File: src/rtl/block_array_ctrl.sv
// -----------------------------------------------------------------------------
// block_array_ctrl
//   Owns the ROWS x COLS block playfield. A single write FSM commits row writes
//   only during vertical blanking, runs a one-row-per-cycle clear sweep on
//   request, serves a registered single-bit pixel read port, and generates the
//   level-dependent game update tick from the slow divider taps.
//
// Ports
//   clk          system clock, all state changes on the rising edge
//   reset        asynchronous, active-high reset
//   vblank       high during vertical blanking (the only time rows are written)
//   wr_req       level request to write one row
//   wr_row       target row of the write
//   wr_data      row contents, bit c is column c
//   wr_ack       one-cycle pulse, the cycle after the row was written
//   clr_req      level request to clear the whole array
//   clr_busy     high while the clear sweep runs
//   rd_row       pixel-pipeline read row
//   rd_col       pixel-pipeline read column
//   rd_pixel     registered array bit at (rd_row, rd_col), 1-cycle latency
//   level        game level, higher gives a faster tick
//   div_tap      free-running divider bits compared against the threshold
//   update_tick  one-cycle pulse that advances the game FSM
// -----------------------------------------------------------------------------
module block_array_ctrl #(
  parameter int ROWS       = 8,
  parameter int COLS       = 8,
  parameter int THRES_BASE = 12
) (
  input  logic                    clk,
  input  logic                    reset,
  input  logic                    vblank,
  input  logic                    wr_req,
  input  logic [$clog2(ROWS)-1:0] wr_row,
  input  logic [COLS-1:0]         wr_data,
  output logic                    wr_ack,
  input  logic                    clr_req,
  output logic                    clr_busy,
  input  logic [$clog2(ROWS)-1:0] rd_row,
  input  logic [$clog2(COLS)-1:0] rd_col,
  output logic                    rd_pixel,
  input  logic [2:0]              level,
  input  logic [3:0]              div_tap,
  output logic                    update_tick
);

  localparam int ROW_W = $clog2(ROWS);

  typedef enum logic [1:0] {
    IDLE    = 2'd0,
    WAIT_VB = 2'd1,
    WRITE   = 2'd2,
    CLEAR   = 2'd3
  } state_t;

  state_t            state, state_nxt;
  logic              latch_en;
  logic [ROW_W-1:0]  lat_row;
  logic [COLS-1:0]   lat_data;
  logic [ROW_W-1:0]  clr_cnt;
  logic [COLS-1:0]   arr [ROWS];

  logic [3:0]        thres;
  logic              match;
  logic              armed;

  // ---------------------------------------------------------------------------
  // Write FSM: next state
  // ---------------------------------------------------------------------------
  // NOTE: every signal driven here gets a default first, so no path through the
  // case statement can leave it unassigned and infer a latch.
  always_comb begin
    state_nxt = state;
    latch_en  = 1'b0;
    unique case (state)
      IDLE: begin
        // Clear wins over write; a write is refused during the ack cycle so a
        // request held high through the ack is not committed twice.
        if (clr_req) begin
          state_nxt = CLEAR;
        end else if (wr_req && !wr_ack) begin
          latch_en  = 1'b1;
          state_nxt = WAIT_VB;
        end
      end
      WAIT_VB: if (vblank) state_nxt = WRITE;
      WRITE:   state_nxt = IDLE;
      CLEAR:   if (clr_cnt == ROW_W'(ROWS - 1)) state_nxt = IDLE;
      default: state_nxt = IDLE;
    endcase
  end

  // ---------------------------------------------------------------------------
  // Write FSM: state, latched request, clear counter, ack
  // ---------------------------------------------------------------------------
  // NOTE: sequential state uses non-blocking assignments so every register
  // samples pre-edge values, independent of statement order.
  always_ff @(posedge clk or posedge reset) begin
    if (reset) begin
      state    <= IDLE;
      lat_row  <= '0;
      lat_data <= '0;
      clr_cnt  <= '0;
      wr_ack   <= 1'b0;
    end else begin
      state  <= state_nxt;
      wr_ack <= (state == WRITE);
      if (latch_en) begin
        lat_row  <= wr_row;
        lat_data <= wr_data;
      end
      // Counter runs only in CLEAR and wraps to 0 after the last row, so each
      // sweep starts from row 0.
      if (state == CLEAR) clr_cnt <= clr_cnt + 1'b1;
      else                clr_cnt <= '0;
    end
  end

  assign clr_busy = (state == CLEAR);

  // ---------------------------------------------------------------------------
  // Storage array and read port
  // ---------------------------------------------------------------------------
  // NOTE: the array is deliberately reset: a write aborted by reset must leave
  // an all-zero playfield, so this storage is flops rather than a RAM macro.
  always_ff @(posedge clk or posedge reset) begin
    if (reset) begin
      for (int r = 0; r < ROWS; r++) arr[r] <= '0;
      rd_pixel <= 1'b0;
    end else begin
      // The read samples the array before this edge's write lands, so a read
      // of the row being written returns the old contents.
      rd_pixel <= arr[rd_row][rd_col];
      if (state == WRITE) arr[lat_row] <= lat_data;
      else if (state == CLEAR) arr[clr_cnt] <= '0;
    end
  end

  // ---------------------------------------------------------------------------
  // Update tick
  // ---------------------------------------------------------------------------
  assign thres = 4'(THRES_BASE) - {1'b0, level};
  assign match = (div_tap == thres);

  // armed records "the previous cycle did not match", so only the first cycle
  // of a match window can tick. A match during a clear still disarms, which
  // drops the tick instead of deferring it.
  always_ff @(posedge clk or posedge reset) begin
    if (reset) armed <= 1'b1;
    else       armed <= !match;
  end

  assign update_tick = match && armed && !clr_busy && !reset;

endmodule
File: config.mk
export PLATFORM = sky130hd
export DESIGN_NAME = block_array_ctrl
export DESIGN_NICKNAME = d
export VERILOG_FILES = /design/src/rtl/block_array_ctrl.sv
export SDC_FILE = /design/constraint.sdc
export NUM_CORES = 1
export LEC_CHECK = 0
export ABC_AREA = 0
export CAP_MARGIN = 20
export CORE_MARGIN = 2
export CORE_UTILIZATION = 52
export CTS_BUF_LIST = sky130_fd_sc_hd__clkbuf_16
export DETAILED_ROUTE_END_ITERATION = 16
export GPL_TIMING_DRIVEN = 0
export PLACE_DENSITY = 0.82
export RECOVER_POWER = 100
export SLEW_MARGIN = 20
export SYNTH_ARGS = -nofsm -noshare
export SYNTH_HDL_FRONTEND = slang
export SYNTH_SLANG_ARGS = --single-unit
File: constraint.sdc
create_clock -name clk -period 3.2 [get_ports clk]
set_input_delay 0.48 -clock clk [delete_from_list [all_inputs] [get_ports clk]]
set_output_delay 0.48 -clock clk [all_outputs]
set_load 0.05 [all_outputs]
==> reports/metrics.cfg <==
[grt]
grt_overflow=0
grtUsageTotal_pct=24.4
grt_pass1_wl_mm=15.2
grt_start_max_net_pins=49
grt_pass1_vias=2922
antenna_found_initial=0

[synth]
muxShareOfSynthArea_pct=14.0
ys_seq_area_share_pct=54.2
syn_area_per_cell_um2=13.8
yosys.area_share.simple_pct=7.41
synthTopCellsByArea=dfrtp_1 (54%), a22o_1 (15%), mux4_2 (9.4%)
synthXorXnorAreaFrac_pct=0.685
synth_area_leader_cell=dfrtp_1
synth_top_family_by_area=compound AO/OA/AOI/OAI gates
async_reset_ff_share_pct=100
synth_area_um2=3830
synth_edf_count=0
syn_nets=310
yosys.cell_types.count=47
synthFlopType=dfrtp_1
synthAdderAreaFrac_pct=0.979
synth-seq-cells=83
yosys_warnings=0
synth-compound-area-share_pct=19.2
netlist_instances=278
synth_top_area_share_pct=53.5

[timing]
fin_crit_ns=2.96
hold_violations=0
skew_ns=0.00718
finalSetupViolCount=0
finalSetupTns_ns=0
finalCritPeriodShare_pct=92.5
setup_ws_ns=0.240
rsz0062_at_grt=no
slew_viol_final=46
slew_headroom_pct=-11.8
max_slew.worst_pin.slew_ns=1.67
timing.fmax_mhz=338
whs_ns=0.500

[cts]
holdBufCountCts=0
cts_sinks=83
cts_tree=built
clkLatencyLatePin_ns=0.34
clkTransAtPathRegs_ns=0.07
clockBufferDepth=2
h-tree-depth=3
cts_buffers=9
ctsRootBufferMaster=clkbuf_16

[hold_path]
min_to=arr[2]$_DFFE_PP0P_
min_path_cells=1
min_path_type=register to register
hp-start=arr[2]$_DFFE_PP0P_

[run_status]
status=finished with violations
violations=capacitance limit, slew limit

[final_layout]
fill_cells=564
drive_gt1_share_pct=18.6
utilization_pct=63.1
seqCellArea_um2=2080
finalNonFillerCells=422
diodes=0
nNetsFinal=350
final_cell_area_um2=4550
multiInputGateArea_um2=1590
area_delta_synth_final_pct=18.7

[worst_setup_path]
required_ns=2.72
r2r-end=arr[62]$_DFFE_PP0P_
crit_arrival_ns=2.48
critical_path_class=input pin to primary output
critPathMaxFanout=3
reg2regPathDepth=5
crit_path_max_incr_delay_ns=0.52
crit_chain=clkdlybuf4s50_1 > inv_1 > ha_1 > xor2_1 > and3_1 > o21a_1 > o2111a_1 > dlygate4sd2_1
rr_startpoint=lat_row[0]$_DFFE_PP0P_
slowest_stage=dlygate4sd2_1
critPathCaptureType=primary output
startpoint_type=input pin
ff2ff_setup_slack_ns=0.33

[floorplanning]
dieArea_um2=8080
core.rowCount=31
die_x_um=89.9
initial_utilization_pct=53.2
fp.coreArea_um2=7210
io-pin-count=33
fp.dieH_um=89.9

[route]
drtIter0Drc=191
drtAntennaViolNets=0
drt_pass1_iterations=4
avgRoutedWirePerCell_um=22.1
finalWirelength_mm=9.31
vias_per_cell=6.35
num_vias=2680
drc=0

[power]
vdd_ir_drop_max_mv=0.521
p_leak_nw=2.07
power.density_nw_per_um2=928
total_power_mw=4.22

[place]
place_ws_ns=-0.0617
place_area_um2=4270
gpl.final_weighted_congestion=0.837
port_buffers=28
dp.final_hpwl_mm=6.07
placed_cells=406

[run]
cap_violations=2

==> worst max-delay path by stage <==
stage / start / endpoint / slack (ns) / cells after the start
2_1_floorplan: reset / arr[0]$_DFFE_PP0P_ / 0.58 / 1
3_3_place_gp: reset / arr[50]$_DFFE_PP0P_ / -0.62 / 2
3_5_place_dp: level[0] / update_tick / -0.06 / 8
4_1_cts: level[0] / update_tick / 0.21 / 8
5_1_grt: level[0] / update_tick / 0.12 / 8
6_report: level[0] / update_tick / 0.24 / 8
==> logic make-up (layout without fill, tap and decap cells) <==
group	after synthesis	after routing
AO/OA/AOI/OAI	86	86
buffers and inverters	26	71
XOR/XNOR	3	3
AND/OR/NAND/NOR	45	45
adder cells (fa/ha/maj)	3	3
flip-flops	83	83
multiplexers	32	32
==> final cells by class <==
cell class | count | area share (%)
clock buffer | 9 | 4.95
timing repair buffer | 29 | 6.73
tap | 99 | 2.72
multi-input combinational | 169 | 35.0
sequential | 83 | 45.6
inverter | 7 | 0.605
buffer | 19 | 2.34
clock inverter | 7 | 2.03
==> metal layers <==
metal  GRT usage, %  routed length [um]  up-vias
li1               -                   -     1159
met1           32.3                3790     1385
met2           39.7                4700      122
met3           6.71                 692       14
met4           7.56                 137        0
met5              0                   0        -
==> critical path: cells and delay by family <==
kind	cells	cell delay, ns
xor gates and xnor gates	1	0.22
and+or+nand+nor	1	0.19
adders and majority gates	1	0.20
AOI/OAI and AO/OA	2	0.30
buffers and inverters	3	1.08
==> synthesized netlist by cell type (4+ instances only) <==
library cell	count
dfrtp_1	82
a22o_1	64
mux4_2	16
mux2_2	12
buf_1	10
nor2_1	8
inv_1	7
nand2b_1	7
nor2b_1	6
buf_2	5
and3_1	4
mux2i_1	4
nand2_1	4
==> layout by cell type (no fill, tap or decap), drive strengths merged, types with 6 or more instances in the layout <==
master / synthesis / final
a21oi: 6 / 6
buf: 19 / 16
nand2b: 7 / 7
nor2: 13 / 13
a22o: 64 / 64
mux4: 16 / 16
nor2b: 6 / 6
clkbuf: 0 / 13
dfrtp: 82 / 82
clkdlybuf4s50: 0 / 23
inv: 7 / 6
mux2: 12 / 12
==> power by group <==
group / total, mW / leakage [nW] / switching [mW] / internal [mW]
sequential: 1.76 / 1.08 / 0.266 / 1.49
combinational: 1.37 / 0.843 / 0.708 / 0.659
clock: 1.10 / 0.149 / 0.422 / 0.680
==> repair_timing <==
item | 4_1_cts | 5_1_grt
setup endpoints to repair | 1 | 0
hold endpoints to repair | 0 | 0
gates resized for setup | 1 | 0
buffers inserted | 0 | 0
==> state kept, by name (all words and copies together) (netlist names) <==
name and cells:
lat_data 8, rd_pixel 1, wr_ack 1, armed 1
clr_cnt 3, arr 64, state 2, lat_row 3
No activity file was read; power rests on OpenSTA's default activity.
